## src/rtl/cache_arbiter.sv

```systemverilog
// cache_arbiter
// Shares one physical-memory line port between the I-cache and the D-cache.
// One transaction is granted at a time. The grant is normally given to the
// D-cache, but the I-cache is guaranteed service after STARVE_LIMIT
// consecutive D grants taken while it was waiting. Request, address and
// write data are not latched: each requester must hold them until its resp.
module cache_arbiter #(
    parameter int LINE_WIDTH   = 256,
    parameter int ADDR_WIDTH   = 32,
    parameter int STARVE_LIMIT = 4
) (
    input  logic                  clk,
    input  logic                  rst,

    input  logic                  i_read,
    input  logic [ADDR_WIDTH-1:0] i_address,
    output logic [LINE_WIDTH-1:0] i_rdata,
    output logic                  i_resp,

    input  logic                  d_read,
    input  logic                  d_write,
    input  logic [ADDR_WIDTH-1:0] d_address,
    input  logic [LINE_WIDTH-1:0] d_wdata,
    output logic [LINE_WIDTH-1:0] d_rdata,
    output logic                  d_resp,

    output logic                  mem_read,
    output logic                  mem_write,
    output logic [ADDR_WIDTH-1:0] mem_address,
    output logic [LINE_WIDTH-1:0] mem_wdata,
    input  logic [LINE_WIDTH-1:0] mem_rdata,
    input  logic                  mem_resp
);

    typedef enum logic [1:0] {
        IDLE    = 2'd0,
        SERVE_I = 2'd1,
        SERVE_D = 2'd2,
        DONE    = 2'd3
    } state_t;

    localparam logic [2:0] LIMIT = 3'(STARVE_LIMIT);

    state_t     state;
    logic [2:0] streak;
    logic       d_req;

    assign d_req = d_read | d_write;

    // Read data goes straight through; it is meaningful only in a resp cycle.
    assign i_rdata = mem_rdata;
    assign d_rdata = mem_rdata;

    // Arbitration FSM and D-over-I streak counter.
    always_ff @(posedge clk or posedge rst) begin
        if (rst) begin
            state  <= IDLE;
            streak <= 3'd0;
        end else begin
            case (state)
                IDLE: begin
                    if (d_req && i_read) begin
                        if (streak == LIMIT) begin
                            // I has waited through LIMIT D grants: its turn.
                            state  <= SERVE_I;
                            streak <= 3'd0;
                        end else begin
                            state  <= SERVE_D;
                            streak <= (streak >= LIMIT) ? LIMIT : streak + 3'd1;
                        end
                    end else if (i_read) begin
                        state  <= SERVE_I;
                        streak <= 3'd0;
                    end else if (d_req) begin
                        state  <= SERVE_D;
                        streak <= 3'd0;
                    end else begin
                        streak <= 3'd0;
                    end
                end
                SERVE_I: if (mem_resp) state <= DONE;
                SERVE_D: if (mem_resp) state <= DONE;
                // One-cycle bubble so the served cache can drop its request.
                DONE:    state <= IDLE;
                default: state <= IDLE;
            endcase
        end
    end

    // Memory-side strobes and cache responses decoded from the grant state.
    always_comb begin
        mem_read    = 1'b0;
        mem_write   = 1'b0;
        mem_address = '0;
        mem_wdata   = '0;
        i_resp      = 1'b0;
        d_resp      = 1'b0;
        case (state)
            SERVE_I: begin
                mem_read    = 1'b1;
                mem_address = i_address;
                i_resp      = mem_resp;
            end
            SERVE_D: begin
                // A write-back wins over a fill if both are requested.
                mem_write   = d_write;
                mem_read    = d_read & ~d_write;
                mem_address = d_address;
                mem_wdata   = d_wdata;
                d_resp      = mem_resp;
            end
            default: ;
        endcase
    end

endmodule

```

## config.mk

```make
export PLATFORM = sky130hd
export DESIGN_NAME = cache_arbiter
export DESIGN_NICKNAME = d
export VERILOG_FILES = /design/src/rtl/cache_arbiter.sv
export SDC_FILE = /design/constraint.sdc
export NUM_CORES = 1
export LEC_CHECK = 0
export ABC_AREA = 1
export BUFFER_PORTS_ARGS = -buffer_cell sky130_fd_sc_hd__buf_2
export CAP_MARGIN = 5
export CORE_AREA = 2 2 546 548
export DETAILED_ROUTE_END_ITERATION = 8
export DIE_AREA = 0 0 548 550
export PLACE_DENSITY = 0.3
export SYNTH_ARGS = -nofsm -noshare
export SYNTH_HDL_FRONTEND = slang
export SYNTH_SLANG_ARGS = --single-unit
```

## constraint.sdc

```tcl
create_clock -name clk -period 1.4 [get_ports clk]
set_clock_uncertainty 0.2 [all_clocks]
set_input_delay 0.21 -clock clk [delete_from_list [all_inputs] [get_ports clk]]
set_output_delay 0.21 -clock clk [all_outputs]
set_load 0.02 [all_outputs]
```

==> flow_summary.toml <==
[placement]
dp_hpwl_um = 155000
io_buffers = 617
dpl_cell_area_mm2 = 0.0130
gp_congestion = 0.906

[clock_network]
root_buffer = "clkbuf_16"
numCtsBuffers = 3
path_clk_slew_ns = 0.03
clock_sinks = 5
clockBufferDepth = 2
htree_levels = 1
clkLatencyLatePin_ns = 0.23
cts_tree = "done"

[logic_synthesis]
synth_edf_count = 0
synthCells = 1212
synth-async-reset-ratio_pct = 100
synth_area_leaders = "buf_4 (57%), nand2_1 (18%), inv_1 (15%)"
synth.largest_area_cell = "buf_4"
syn_nets = 1799
synth.top_cell.area_share_pct = 57.2
synth.distinct_cells = 18
ys.flop_type = "dfrtp_1"
seq_area_frac_synth_pct = 1.86
syn_area_mm2 = 0.00674
synth-seq-cells = 5
ys_warn_count = 0
avgSynthCellArea_um2 = 5.56

[grt]
grt_pass1_vias = 7831
antenna_found_initial = 128
grt_pass1_wl_um = 180000
grt_usage_pct = 10.3
grt_max_degree = 28
grt_overflow = 0

[power]
p_int_uw = 12600
power_frac_comb_pct = 97.4
power_uw = 29000
switching_share_pct = 56.4
p_switching_uw = 16400
p_seq_share_pct = 0.9
p_clk_share_pct = 1.7
ir_worst_vdd_mv = 1.23
p_per_area_mw_per_mm2 = 1910
p_leak_uw = 0.00671

[setup_path]
cp.required_ns = 0.99
cp.arrival_ns = 1.80
cp-startpoint = "state[0]"
cp-end-kind = "output port"
path_max_fanout = 7
reg2reg_setup_slack_ns = -0.37
critPathLaunchType = "flip-flop"
crit_end = "mem_wdata[236]"
r2r_end = "state[1]"
r2r_cells = 9
reg2reg_from = "state[0]"
setup.worst_path.class = "flip-flop to output port"

[drt]
vias_per_cell = 1.53
drc = 0
ant_nets = 0
drtIter0Drc = 501
first_pass_iters = 5
vias = 8165
totalWireLength_um = 164000
wl_per_cell_um = 30.8

[outcome]
run_status = "finished, violations left"
violations = "negative setup slack"

[sta]
fin_crit_sh_pct = 158
relSlewSlack_pct = 80.6
finalHoldViolCount = 0
maxClockFrequency_mhz = 453
worstMarginPinSlew_ns = 0.291
rsz0062_at_grt = "yes"
finalSetupViolations = 295
layout_min_cycle_time_ns = 2.21
finalMaxSlewViolations = 0
postLayoutSetupSlackWorst_ns = -0.807

[worst_hold_path]
hold_class = "input port to flip-flop"

[flow_run]
cap_violations = 0

[die]
dieHeight_um = 550
fp-row-count = 200
chipWidth_um = 548
io_pins = 1386
initial_core_util_pct = 2.28
die_area_mm2 = 0.301
core_mm2 = 0.296

[layout]
fin_util_pct = 5.13
fillers = 35131
final_area_mm2 = 0.0152
multiInputGateArea_mm2 = 0.00234
drive_above_1_share_pct = 75.2
area_growth_syn_to_layout_pct = 125
fin_nets = 1954
mostFrequentLayoutCells = "buf_2 (377), nand2_1 (253), inv_2 (190), buf_6 (137), buf_12 (100)"
layout_commonest_cell = "buf_2"
seq_area_um2 = 125
-- worst max-delay path, stage by stage, from the launching register on --
cell and delay (ns):
dfrtp_1 0.39, inv_2 0.09, ha_4 0.21, buf_12 0.17, clkbuf_16 0.19, buf_16 0.17
buf_12 0.11, nand2_4 0.05, inv_2 0.05, buf_6 0.11
-- registers in the layout, indices dropped and copies added (netlist names) --
register	count
streak	3
state	2
-- layout make-up --
| type | count | area share (%) |
|---|---|---|
| timing repair buffer | 702 | 43.5 |
| tap | 3939 | 32.5 |
| multi-input combinational | 385 | 15.4 |
| inverter | 270 | 7.03 |
| sequential | 5 | 0.825 |
| clock buffer | 4 | 0.520 |
| antenna | 15 | 0.247 |
-- worst min path at each step --
stage | start | endpoint | slack, ns | cells past startpoint
after floorplan | rst | state[0] | -0.21 | 1
after global placement | rst | streak[1] | -0.05 | 2
after detailed placement | rst | streak[0] | -0.05 | 2
after CTS | i_read | state[1] | 0.16 | 4
after global routing | i_read | state[1] | 0.20 | 4
final | i_read | state[1] | 0.15 | 4
-- power by group through the flow --
stage,registers [uW],logic [uW],clock network (uW)
6_report,259,28300,484
5_1_grt,267,30200,492
4_1_cts,260,25800,489
3_5_place_dp,261,22500,0
3_3_place_gp,260,22600,0
2_1_floorplan,246,12100,0
-- layer usage --
metal  part of all wire (%)  up-vias  global-route usage, %
met5                   0.35        -                  0.219
met4                    4.0       76                   3.22
met3                     38      465                   18.3
met2                     38     1226                   13.9
met1                     20     3193                   5.86
li1                       -     3205                      -
-- cell families after synthesis --
family | Yosys count | synth area share [%]
flops | 5 | 1.86
buf+inv | 822 | 75.1
fa+ha+maj | 5 | 0.929
simple gates | 341 | 19.2
compound gates | 39 | 2.99
-- per-stage QoR --
stage | setup slack, ns | instances | TNS [ns] | hold slack (ns)
final | -0.807 | 5320 | -206.51 | 0.146
after global routing | -0.864 | 5308 | -225.14 | 0.195
after CTS | -0.794 | 5292 | -209.41 | 0.155
after detailed placement | -0.676 | 5272 | -132.32 | -0.0497
after global placement | -0.684 | 5272 | -134.45 | -0.0454
after floorplan | -0.198 | 1212 | -48.50 | -0.211
-- repair_timing --
item	CTS	global route
resized for setup	226	295
gates cloned	7	12
setup endpoints to repair	294	297
endpoints found under the hold margin	5	0
setup buffers	9	7
pin swaps	11	11
hold buffers	1	0
-- cell usage after synthesis (2+ instances only) --
master    instances
a21oi_1          34
buf_2            35
buf_4           513
clkbuf_1          3
dfrtp_1           5
ha_1              5
inv_1           267
inv_2             2
nand2_1         332
nand3_1           2
nand4_1           2
nor2_1            4
o21ai_0           3
No activity file was read; power rests on OpenSTA's default activity.
